### config.mk
export PLATFORM = sky130hd
export DESIGN_NAME = pmcc_trigger_generator
export DESIGN_NICKNAME = d
export VERILOG_FILES = /design/src/rtl/pmcc_pkg.sv /design/src/rtl/pmcc_sync_edge_detector.sv /design/src/rtl/pmcc_trigger_generator.sv
export SDC_FILE = /design/constraint.sdc
export NUM_CORES = 1
export LEC_CHECK = 0
export ABC_AREA = 1
export BUFFER_PORTS_ARGS = -buffer_cell sky130_fd_sc_hd__buf_2
export CELL_PAD_IN_SITES_DETAIL_PLACEMENT = 2
export CELL_PAD_IN_SITES_GLOBAL_PLACEMENT = 2
export CORE_UTILIZATION = 30
export CTS_CLUSTER_SIZE = 40
export DETAILED_ROUTE_END_ITERATION = 8
export PLACE_DENSITY_LB_ADDON = 0.15
export RECOVER_POWER = 100
export SLEW_MARGIN = 0
export SYNTH_ARGS = -nofsm -noshare
export SYNTH_HDL_FRONTEND = slang
export SYNTH_SLANG_ARGS = --single-unit
### constraint.sdc
create_clock -name clk -period 2 [get_ports clk]
set_input_delay 0.3 -clock clk [delete_from_list [all_inputs] [get_ports clk]]
set_output_delay 0.3 -clock clk [all_outputs]
set_load 0.05 [all_outputs]
### src/rtl/pmcc_pkg.sv
// Shared types for the PMC coprocessor trigger generator.
//   pmcc_trig_mode_t  : operating mode selected by the control registers
//   pmcc_trig_state_t : trigger generator FSM state
//   decode_mode()     : maps the raw 2-bit mode field (3 aliases one-shot)
package pmcc_pkg;

    typedef enum logic [1:0] {
        MODE_ONESHOT  = 2'd0,
        MODE_PERIODIC = 2'd1,
        MODE_EXTERNAL = 2'd2
    } pmcc_trig_mode_t;

    typedef enum logic [2:0] {
        ST_IDLE      = 3'd0,
        ST_DELAY     = 3'd1,
        ST_PERIOD    = 3'd2,
        ST_EXT_WAIT  = 3'd3,
        ST_EXT_DELAY = 3'd4
    } pmcc_trig_state_t;

    function automatic pmcc_trig_mode_t decode_mode(input logic [1:0] raw);
        pmcc_trig_mode_t m;
        case (raw)
            2'd1:    m = MODE_PERIODIC;
            2'd2:    m = MODE_EXTERNAL;
            default: m = MODE_ONESHOT;
        endcase
        return m;
    endfunction

endpackage

### src/rtl/pmcc_sync_edge_detector.sv
// Synchronizes an asynchronous level into clk and flags its rising edge.
//   clk, rst  : block clock, async active-high reset
//   i_din     : asynchronous input level
//   o_rise    : one-cycle pulse when the synchronized level goes 0 -> 1
module pmcc_sync_edge_detector #(
    parameter int unsigned SYNC_STAGES = 2
) (
    input  logic clk,
    input  logic rst,
    input  logic i_din,
    output logic o_rise
);

    logic [SYNC_STAGES-1:0] r_sync;
    logic                   r_hist;

    // Synchronizer chain plus one history flop for edge detection
    always_ff @(posedge clk or posedge rst) begin
        if (rst) begin
            r_sync <= '0;
            r_hist <= 1'b0;
        end else begin
            r_sync <= {r_sync[SYNC_STAGES-2:0], i_din};
            r_hist <= r_sync[SYNC_STAGES-1];
        end
    end

    assign o_rise = r_sync[SYNC_STAGES-1] & ~r_hist;

endmodule

### src/rtl/pmcc_trigger_generator.sv
// Generates the single-cycle trigger that releases a PMC wait instruction.
// Modes: one-shot delayed, periodic burst, synchronized external event.
//   clk, rst       : block clock, async active-high reset
//   start, stop    : arm (samples configuration) / abort pulses
//   mode, delay, period, burst_len : configuration, captured on accepted start
//   ext_event      : asynchronous external event (rising edge used)
//   trigger        : one-cycle pulse to the wait logic
//   busy           : high whenever the FSM is not IDLE
//   trigger_count  : triggers since the last start, saturating
module pmcc_trigger_generator
    import pmcc_pkg::*;
#(
    parameter int unsigned CNT_WIDTH   = 16,
    parameter int unsigned BURST_WIDTH = 8,
    parameter int unsigned SYNC_STAGES = 2
) (
    input  logic                   clk,
    input  logic                   rst,
    input  logic                   start,
    input  logic                   stop,
    input  logic [1:0]             mode,
    input  logic [CNT_WIDTH-1:0]   delay,
    input  logic [CNT_WIDTH-1:0]   period,
    input  logic [BURST_WIDTH-1:0] burst_len,
    input  logic                   ext_event,
    output logic                   trigger,
    output logic                   busy,
    output logic [BURST_WIDTH-1:0] trigger_count
);

    pmcc_trig_state_t       r_state, w_state_nxt;
    pmcc_trig_mode_t        r_mode, w_start_mode;
    logic [CNT_WIDTH-1:0]   r_cnt, w_cnt_nxt;
    logic [CNT_WIDTH-1:0]   r_delay, r_period_m1;
    logic [BURST_WIDTH-1:0] r_burst, r_tcount;
    logic                   r_trig, r_busy;
    logic                   w_trig_nxt, w_busy_nxt;
    logic                   w_rise, w_accept, w_fire, w_last;

    pmcc_sync_edge_detector #(
        .SYNC_STAGES (SYNC_STAGES)
    ) u_ext_sync (
        .clk    (clk),
        .rst    (rst),
        .i_din  (ext_event),
        .o_rise (w_rise)
    );

    assign w_start_mode = decode_mode(mode);
    assign w_accept     = (r_state == ST_IDLE) & start & ~stop;
    // A stop in the trigger cycle cancels the pulse already scheduled
    assign w_fire       = r_trig & ~stop;
    // The trigger firing now is the last one of a finite burst
    assign w_last       = (r_burst != '0) &&
                          ((r_tcount + BURST_WIDTH'(1)) == r_burst);

    // State register
    always_ff @(posedge clk or posedge rst) begin
        if (rst) r_state <= ST_IDLE;
        else     r_state <= w_state_nxt;
    end

    // Next-state and counter logic; a counter value of 0 is the trigger cycle
    always_comb begin
        w_state_nxt = r_state;
        w_cnt_nxt   = r_cnt;
        if (stop) begin
            w_state_nxt = ST_IDLE;
            w_cnt_nxt   = '0;
        end else begin
            case (r_state)
                ST_IDLE: begin
                    if (start) begin
                        w_state_nxt = (w_start_mode == MODE_EXTERNAL) ? ST_EXT_WAIT : ST_DELAY;
                        w_cnt_nxt   = delay;
                    end
                end
                ST_DELAY: begin
                    if (r_cnt == '0) begin
                        if ((r_mode == MODE_ONESHOT) || w_last) begin
                            w_state_nxt = ST_IDLE;
                        end else begin
                            w_state_nxt = ST_PERIOD;
                            w_cnt_nxt   = r_period_m1;
                        end
                    end else begin
                        w_cnt_nxt = r_cnt - CNT_WIDTH'(1);
                    end
                end
                ST_PERIOD: begin
                    if (r_cnt == '0) begin
                        if (w_last) w_state_nxt = ST_IDLE;
                        else        w_cnt_nxt   = r_period_m1;
                    end else begin
                        w_cnt_nxt = r_cnt - CNT_WIDTH'(1);
                    end
                end
                ST_EXT_WAIT: begin
                    if (w_rise) begin
                        w_state_nxt = ST_EXT_DELAY;
                        w_cnt_nxt   = r_delay;
                    end
                end
                ST_EXT_DELAY: begin
                    // Edges seen here are dropped: only EXT_WAIT looks at w_rise
                    if (r_cnt == '0) w_state_nxt = w_last ? ST_IDLE : ST_EXT_WAIT;
                    else             w_cnt_nxt   = r_cnt - CNT_WIDTH'(1);
                end
                default: begin
                    w_state_nxt = ST_IDLE;
                    w_cnt_nxt   = '0;
                end
            endcase
        end
    end

    // Output decode on the next state so trigger/busy line up with it
    always_comb begin
        w_trig_nxt = 1'b0;
        w_busy_nxt = (w_state_nxt != ST_IDLE);
        if ((w_state_nxt == ST_DELAY) || (w_state_nxt == ST_PERIOD) ||
            (w_state_nxt == ST_EXT_DELAY)) begin
            w_trig_nxt = (w_cnt_nxt == '0);
        end
    end

    // Counter, captured configuration, outputs and trigger count
    always_ff @(posedge clk or posedge rst) begin
        if (rst) begin
            r_cnt       <= '0;
            r_mode      <= MODE_ONESHOT;
            r_delay     <= '0;
            r_period_m1 <= '0;
            r_burst     <= '0;
            r_tcount    <= '0;
            r_trig      <= 1'b0;
            r_busy      <= 1'b0;
        end else begin
            r_cnt  <= w_cnt_nxt;
            r_trig <= w_trig_nxt;
            r_busy <= w_busy_nxt;
            if (w_accept) begin
                r_mode      <= w_start_mode;
                r_delay     <= delay;
                r_period_m1 <= (period == '0) ? '0 : period - CNT_WIDTH'(1);
                r_burst     <= burst_len;
                r_tcount    <= '0;
            end else if (w_fire && (r_tcount != '1)) begin
                r_tcount <= r_tcount + BURST_WIDTH'(1);
            end
        end
    end

    assign trigger       = w_fire;
    assign busy          = r_busy;
    assign trigger_count = r_tcount;

endmodule

==> Word level (Yosys, flattened, before mapping) <==
Index checks and enable logic that the tools add are counted.
{ "word_totals": {"inputBits": 47, "output_inout_bits": 10, "elab_cells": 70, "regBits": 74} }
{ "op_classes": {"add_sub_neg": 3, "n_bitwise": 6, "n_mux": 25, "n_eq_ne": 12, "n_reduce_logical": 13} }
{ "ops": {"columns": ["operator", "count"], "rows": [
  ["$mux 16", 9],
  ["$pmux 16 s5", 1],
  ["$logic_not 16->1", 3],
  ["$sub 16x1->16 const B", 2],
  ["$mux 3", 7],
  ["$mux 8", 2],
  ["$pmux 3 s5", 1],
  ["$eq 3x2->1 const B", 3],
  ["$add 8x1->8 const B", 1],
  ["$eq 8x8->1", 1],
  ["$ne 8x8->1 const B", 1],
  ["$reduce_bool 8->1", 1],
  ["$eq 3x1->1 const B", 2],
  ["$eq 3x3->1 const B", 2],
  ["$mux 2", 3],
  ["$and 1x1->1", 4],
  ["$eq 2x2->1 const B", 2],
  ["$pmux 2 s2", 1],
  ["$logic_not 3->1", 1],
  ["$logic_or 1x1->1", 3],
  ["$reduce_bool 3->1", 1],
  ["$eq 2x1->1 const B", 1],
  ["$logic_and 1x1->1", 2],
  ["$logic_not 2->1", 1],
  ["other kinds (3)", 4]
]} }

==> Logic depth before layout (Yosys ltp) <==
Gate-level depths: netlist of the first run.
{ "logic_depth": {"word_depth": 12, "mapped_depth": 20, "mapped_depth_nobuf": 20} }

==> Modules after synthesis <==
From an unflattened synthesis of the first run, not the netlist that was laid out.
{ "hier_totals": {"hier_cells": 700, "hier_area_um2": 4852.2} }
{ "by_module_without_submodules": {"columns": ["module", "cells_per_inst", "area_per_inst_um2", "n_inst", "seq_area_each_um2"], "rows": [
  ["pmcc_trigger_generator", 694, 4763.3, 1, 1776.7],
  ["pmcc_sync_edge_detector", 6, 88.8, 1, 75.1]
]} }

==> Least setup slack after synthesis of the first run <==
Ideal clock, no wire load.
{ "synth_timing": {"path_type": "register -> register", "startpoint": "reg r_tcount[1] (netlist: trigger_count[1])", "endpoint": "reg r_trig", "n_path_buf": 1, "required_ns": 1.929, "setup_ns": 0.071, "synth_period_minus_slack_ns": 2.530, "setup_slack_ns": -0.530, "arrival_time_ns": 2.459, "path_stages_with_launch": 19, "cell_sequence": "dfrtp_1 -> ha_1 -> nand3_2 -> o21ai_2 -> nand2_1 -> nand2_1 -> nand2_2 -> nor2_4 -> nand3_4 -> buf_6 -> nand2_2 -> nand3_2 -> a21oi_2 -> nand2_1 -> nand2_1 -> nand2_1 -> nor2_1 -> nand3_1 -> nor2_1"} }
{ "synth_via": {"elab_chain_len": 12, "word_cells_on_any_way": 25, "classes_between": "1 x add/sub; 4 x eq/ne; 15 x mux; 5 x reduce/logical"} }
{ "synth_lines": {"columns": ["item", "line", "source"], "rows": [
  ["from (decl)", "pmcc_trigger_generator.sv:35", "logic [BURST_WIDTH-1:0] r_burst, r_tcount;"],
  ["from (signal assigned)", "pmcc_trigger_generator.sv:149", "r_tcount <= r_tcount + BURST_WIDTH'(1);"],
  ["$add 8x1->8 *", "pmcc_trigger_generator.sv:55", "((r_tcount + BURST_WIDTH'(1)) == r_burst);"],
  ["$eq 8x8->1 *", "pmcc_trigger_generator.sv:55", null],
  ["$logic_and 1x1->1 *", "pmcc_trigger_generator.sv:54", "assign w_last = (r_burst != '0) &&"],
  ["$logic_or 1x1->1", "pmcc_trigger_generator.sv:80", "if ((r_mode == MODE_ONESHOT) || w_last) begin"],
  ["$mux 2", "pmcc_trigger_generator.sv:80", null],
  ["$mux 3", "pmcc_trigger_generator.sv:79", "if (r_cnt == '0) begin"],
  ["$pmux 3 s5", "pmcc_trigger_generator.sv:71", "case (r_state)"],
  ["$mux 3", "pmcc_trigger_generator.sv:67", "if (stop) begin"],
  ["$eq 3x1->1 / $eq 3x2->1 (equally long branches)", "pmcc_trigger_generator.sv:121", "if ((w_state_nxt == ST_DELAY) || (w_state_nxt == ST_PERIOD) ||"],
  ["$logic_or 1x1->1 (2 in series)", "pmcc_trigger_generator.sv:121", null],
  ["$mux 1 *", "pmcc_trigger_generator.sv:121", null],
  ["named net w_trig_nxt", "pmcc_trigger_generator.sv:37", "logic w_trig_nxt, w_busy_nxt;"],
  ["to (signal assigned)", "pmcc_trigger_generator.sv:140", "r_trig <= w_trig_nxt;"],
  ["to (decl)", "pmcc_trigger_generator.sv:36", "logic r_trig, r_busy;"]
]} }
The timed path passes the listed nets; every way through them passes the cells marked *.
A chain may end at the register's enable or synchronous reset.

==> Final worst setup path of the first run <==
Ends and elaborated chain as after synthesis.

==> results.sh, run 1 <==
export IMPL_swShare=0.422
export IMPL_critPathCaptureType="register"
export IMPL_numCtsBuffers=9
export IMPL_clk_latency_ns=0.36
export IMPL_cp_max_fo=7
export IMPL_synth_distinct_cells=38
export IMPL_ys_seq_elements=74
export IMPL_peakVddDrop_v=0.000470
export IMPL_power_frac_comb=0.503
export IMPL_seqPwrFrac=0.273
export IMPL_synth_edf_count=0
export IMPL_die_area_um2=16500
export IMPL_dpl_hpwl_mm=16.0
export IMPL_wl_per_cell_um=22.0
export IMPL_grt_pass1_wl_mm=33.5
export IMPL_gp_congestion=0.895
export IMPL_rsz0062_at_grt="yes"
export IMPL_cts_buffer_depth=2
export IMPL_slew_headroom=0.0135
export IMPL_wl_mm=24.2
export IMPL_mappedNetlistArea_um2=4790
export IMPL_tightest_slew_ns=1.47
export IMPL_htree_levels=3
export IMPL_ys_seq_area_frac=0.387
export IMPL_area_delta_synth_final_pct=47.6
export IMPL_post_route_period_util=1.36
export IMPL_synthTopCellsByArea="dfrtp_1, nand2_1, inv_1"
export IMPL_io_buffers=56
export IMPL_die_x_um=128
export IMPL_nFillCells=1806
export IMPL_start_util=0.311
export IMPL_vias=5727
export IMPL_internal_power_mw=4.39
export IMPL_crit_arrival_ns=3.01
export IMPL_maxCapViolations=1
export IMPL_grt_pass1_vias=6299
export IMPL_drt_vias_per_instance=5.21
export IMPL_grt_max_degree=34
export IMPL_core_um2=15400
export IMPL_yosys_area_top_type="dfrtp_1"
export IMPL_fmax_mhz=367
export IMPL_drv_slew=0
export IMPL_yosys_warnings=0
export IMPL_p_sw_mw=3.20
export IMPL_cp_start_kind="register"
export IMPL_diodes=0
export IMPL_drive_above_1_share=0.352
export IMPL_drt_iter0_markers=238
export IMPL_postCtsHoldBufs=0
export IMPL_hold_path_class="in2reg"
export IMPL_num_io_pins=57
export IMPL_synth_common_cells="nand2_1, inv_1, dfrtp_1, nand3_1, o21ai_0"
export IMPL_period_minus_slack_ns=2.73
export IMPL_synthArstFlopShare=1.00
export IMPL_syn_avg_cell_area_um2=6.98
export IMPL_die_height_um=128
export IMPL_yosysMostFrequentCell="nand2_1"
export IMPL_dpl_cell_count=1066
export IMPL_grt_antenna_before_repair=0
export IMPL_setup_worst_path_class="reg2reg"
export IMPL_final_setup_worst_slack_ns=-0.727
export IMPL_finClkSkew_ns=0.0125
export IMPL_ant_nets=0
export IMPL_clkTransAtPathRegs_ns=0.07
export IMPL_fin_nets=934
export IMPL_power_frac_clock=0.224
export IMPL_fin_cells=1100
export IMPL_synth_ff_type="dfrtp_1"
export IMPL_synth_top_area_frac=0.387
export IMPL_detailed_place_area_um2=6360
export IMPL_synth_fp_nets=736
export IMPL_netlist_instances=686
export IMPL_failed_checks="max-capacitance violations, negative setup slack"
export IMPL_grt_ovfl_total=0
export IMPL_cts_root_buf="clkbuf_16"
export IMPL_power_density_nw_per_um2=1070
export IMPL_outcome="complete, but fails checks"
export IMPL_hold_violations=0
export IMPL_drc_errors=0
export IMPL_leakage_nw=3.53
export IMPL_grt_usage=0.273
export IMPL_cts_tree="built"
export IMPL_fin_area_um2=7070
export IMPL_cts_sinks=74
export IMPL_finalSetupViolCount=21
export IMPL_drtPass1Iterations=4
export IMPL_rows=45
export IMPL_cp_required_ns=2.29
## area by class of cell
class                   count  area [um^2]  share of cell area
repair buffers            207         1510               0.214
clock inverters             2         35.0             0.00496
flip-flops and latches     74         1860               0.263
well taps                 211          264              0.0374
inverters                 107          407              0.0576
multi-input cells         485         2730               0.386
clock buffers              14          264              0.0374
## logic make-up after synthesis
group	count (synthesis)	share of synthesized area
simple gates	352	0.331
buf+inv	128	0.104
compound gates	107	0.130
flops	74	0.387
xor+xnor	22	0.0402
fa+ha+maj	3	0.00784
## routing by layer
layer,track usage,share of wire
met1,0.312,0.40
met2,0.501,0.52
met3,0.0547,0.039
met4,0.0976,0.046
met5,0,0
## worst max-delay path, cell delays in order, from the launching register on
cell,delay [ns]
dfrtp_2,0.38
buf_4,0.14
nand2_1,0.09
nor2_4,0.22
nand3_1,0.12
nand3_1,0.20
nand2_2,0.10
nor2_4,0.15
nand3_4,0.17
nand2_2,0.16
inv_1,0.08
nand3_1,0.13
nand2_1,0.08
o21ai_1,0.16
nand2_1,0.09
nor2_1,0.12
nand3_1,0.11
nor2_1,0.14
## power by group through the flow
stage | Combinational, mW | Sequential (mW) | Clock [mW]
after detailed placement | 3.14 | 2.06 | 0
after CTS | 3.29 | 2.04 | 1.73
after floorplan | 1.53 | 2.07 | 0
final | 3.81 | 2.07 | 1.70
after global routing | 4.07 | 2.10 | 1.79
after global placement | 2.99 | 2.04 | 0
## per-stage QoR
stage	util	setup TNS, ns	power [mW]	hold slack [ns]	setup WS [ns]
after floorplan	-	-0.684	3.60	0.331	-0.282
after global placement	0.414	-4.71	5.03	0.336	-0.464
after detailed placement	0.414	-10.10	5.20	0.339	-0.622
after CTS	0.439	-5.71	7.06	0.0370	-0.531
after global routing	0.460	-10.95	7.96	0.0391	-0.866
final	0.460	-8.10	7.59	0.0481	-0.727
## cell usage in the layout, fill, tap and decap left out, drive strengths merged, types with 2 or more instances in the layout
master	netlist	routed
inv	107	105
nor4	2	2
buf	7	200
ha	3	3
o31ai	2	2
nand4	14	14
o211ai	2	2
clkbuf	14	21
o22ai	16	16
nor2	64	64
nor3	9	9
nand3b	4	4
a221oi	2	2
nand2	189	189
o21ai	62	62
o221ai	7	7
nand3	68	69
a21oi	14	14
dfrtp	74	74
xnor2	5	5
xor2	17	17
clkinvlp	0	2
## timing repair
action	CTS	global route
endpoints found under the setup margin	43	70
resized for setup	17	74
cloned	1	0
setup buffers	6	15
pin swaps	4	13
## sequential cells by signal, summed over array words and instances (netlist names), 2 cells and up
name               count
r_period_m1           16
r_state                3
r_burst                8
u_ext_sync.r_sync      2
r_delay               16
trigger_count          8
r_cnt                 16
r_mode                 2
## final timing paths
kind	cells past startpoint	startpoint	slack, ns	end
min in group asynchronous	2	rst	0.26	r_period_m1[9]
worst max-delay path	17	trigger_count[1]	-0.73	r_trig
max in group asynchronous	3	rst	0.33	r_cnt[14]
worst max register to register	17	trigger_count[1]	-0.73	r_trig
worst min register to register	0	u_ext_sync.r_sync[0]	0.35	u_ext_sync.r_sync[1]
worst min-delay path	1	ext_event	0.05	u_ext_sync.r_sync[0]
(Power assumes the default switching activity.)
==> run 2, diff against run 1 <==
--- a/config.mk
+++ b/config.mk
@@ -12,9 +12,11 @@
 export CORE_UTILIZATION = 30
 export CTS_CLUSTER_SIZE = 40
 export DETAILED_ROUTE_END_ITERATION = 8
+export HOLD_SLACK_MARGIN = 0.1
 export PLACE_DENSITY_LB_ADDON = 0.15
 export RECOVER_POWER = 100
 export SLEW_MARGIN = 0
 export SYNTH_ARGS = -nofsm -noshare
 export SYNTH_HDL_FRONTEND = slang
 export SYNTH_SLANG_ARGS = --single-unit
+export TNS_END_PERCENT = 30
==> run 2 against run 1 <==
The flow finishes with violations (negative setup slack). Sequential power barely moved. Via count fell by 2.2%. Clock power barely moved. Worst hold slack improved by 0.10 ns. Largest power group unchanged. Critical path type unchanged. Non-clock buffer count fell by 5. Die area did not move. Critical path depth rose by 1.
==> results.sh, run 2 (synthesis results as in run 1) <==
export IMPL_outcome="complete, but fails checks"
export IMPL_failed_checks="negative setup slack"
export IMPL_drtPass1Iterations=4
export IMPL_htree_levels=3
export IMPL_cts_buffer_depth=2
export IMPL_dpl_hpwl_mm=16.3
export IMPL_ant_nets=0
export IMPL_worstHoldStart="burst_len[3]"
export IMPL_leakage_nw=3.48
export IMPL_final_common_cell="nand2_1"
export IMPL_grt_antenna_before_repair=0
export IMPL_drc_errors=0
export IMPL_clk_latency_ns=0.36
export IMPL_power_density_nw_per_um2=1070
export IMPL_crit_arrival_ns=2.92
export IMPL_setup_worst_path_class="reg2reg"
export IMPL_fin_nets=929
export IMPL_core_um2=15400
export IMPL_drive_above_1_share=0.331
export IMPL_wl_mm=23.3
export IMPL_fin_area_um2=6940
export IMPL_top_usage_layer="met2"
export IMPL_start_util=0.311
export IMPL_cts_sinks=74
export IMPL_finClkSkew_ns=0.00893
export IMPL_detailed_place_area_um2=6360
export IMPL_dpl_cell_count=1070
export IMPL_die_area_um2=16500
export IMPL_grt_pass1_vias=6422
export IMPL_grt_pass1_wl_mm=34.6
export IMPL_wl_per_cell_um=21.3
export IMPL_timing_rr_start="trigger_count[1]"
export IMPL_fin_cells=1095
export IMPL_grt_max_degree=39
export IMPL_area_delta_synth_final_pct=45.0
export IMPL_num_io_pins=57
export IMPL_cts_root_buf="clkbuf_16"
export IMPL_grt_util_met3=0.0396
export IMPL_period_minus_slack_ns=2.63
export IMPL_critPathCaptureType="register"
export IMPL_slew_headroom=0.297
export IMPL_drt_vias_per_instance=5.11
export IMPL_cp_start_kind="register"
export IMPL_gp_congestion=0.876
export IMPL_final_util=0.452
export IMPL_r2r_worst_path_cells=18
export IMPL_drv_slew=0
export IMPL_die_height_um=128
export IMPL_rsz0062_at_grt="yes"
export IMPL_io_buffers=56
export IMPL_whs_endpoint="r_burst[3]"
export IMPL_cts_tree="built"
export IMPL_use_met2=0.525
export IMPL_rows=45
export IMPL_largest_registers="r_cnt (16), r_delay (16), r_period_m1 (16)"
export IMPL_peakVddDrop_v=0.000426
export IMPL_fin_hold_ws_ns=0.151
export IMPL_tightest_slew_ns=1.05
export IMPL_cp_max_fo=7
export IMPL_fmax_mhz=380
export IMPL_nFillCells=1810
export IMPL_place_ws_ns=-0.582
export IMPL_diodes=0
export IMPL_layout_common_cells="nand2_1, buf_4, inv_1, dfrtp_1"
export IMPL_hold_path_class="in2reg"
export IMPL_final_setup_worst_slack_ns=-0.632
export IMPL_vias=5599
export IMPL_r2r_setup_slack_ns=-0.63
export IMPL_finalSetupViolCount=27
export IMPL_cp_required_ns=2.28
export IMPL_clkTransAtPathRegs_ns=0.06
export IMPL_drt_iter0_markers=210
export IMPL_worstHoldPathCells=3
export IMPL_grt_ovfl_total=0
export IMPL_maxCapViolations=0
export IMPL_grtUsageMet1=0.320
export IMPL_hold_violations=0
export IMPL_grt_usage=0.282
export IMPL_die_x_um=128
export IMPL_r2r_end="r_trig"
export IMPL_post_route_period_util=1.32
export IMPL_numCtsBuffers=9
==> run 2: changes by cell type in the layout (fill, tap and decap cells not counted), moves of 3 or more <==
cell,delta
buf_2,-6
buf_4,-5
clkbuf_1,+3
inv_1,+3
nand2_1,+5
nand2_2,-4
nor2_2,+4
nor2_4,-3
==> run 2: layout make-up <==
cell class              instances  area [um^2]  area share
clock buffers                  11          233      0.0335
clock inverters                 5         55.1     0.00793
inverters                     107          403      0.0580
multi-input cells             485         2670       0.385
flip-flops and latches         74         1860       0.268
well taps                     211          264      0.0380
repair buffers                202         1460       0.210
==> run 2: what timing repair did <==
item                                    4_1_cts  5_1_grt
pin swaps                                    23       24
endpoints found under the setup margin       47       55
hold buffers                                  2        0
resized for setup                            34       45
endpoints found under the hold margin        42        0
cloned                                        1        0
buffers inserted                              8        2
==> run 2: power breakdown <==
part	internal, mW	switching [mW]
logic	1.48	2.21
registers	1.83	0.228
clock network	0.964	0.720
==> run 2: how the worst max path moves through the flow <==
stage	to	cells after the start	slack (ns)	startpoint
5_1_grt	r_trig	19	-0.78	trigger_count[0]
4_1_cts	r_trig	19	-0.54	trigger_count[1]
2_1_floorplan	r_trig	20	-0.28	trigger_count[1]
6_report	r_trig	18	-0.63	trigger_count[1]
3_5_place_dp	r_trig	19	-0.58	trigger_count[1]
3_3_place_gp	r_trig	17	-0.46	r_cnt[0]
==> run 2: metal layers <==
metal	vias up	wire length, um
met2	110	12000
met3	50	786
met4	0	868
li1	2601	-
met1	2838	9650
met5	-	0
==> run 2: critical path: stages, from the launching register on <==
cell	delay (ns)
dfrtp_2	0.42
ha_4	0.28
inv_2	0.04
nand2_1	0.05
nand2_1	0.06
nor2_1	0.12
nand2_1	0.08
nor2_2	0.14
nand2_2	0.09
nor2_4	0.15
buf_4	0.14
nand3_4	0.11
nand4_1	0.16
nand3b_1	0.13
o21ai_1	0.18
nand2_1	0.07
nor2_1	0.14
nand3_2	0.09
nor2_1	0.11
==> run 2: stage by stage <==
stage	setup TNS (ns)	power, mW
floorplan	-1.53	3.60
global placement	-5.79	5.05
detailed placement	-10.03	5.25
CTS	-6.25	7.19
global route	-12.62	7.82
finish	-7.48	7.43
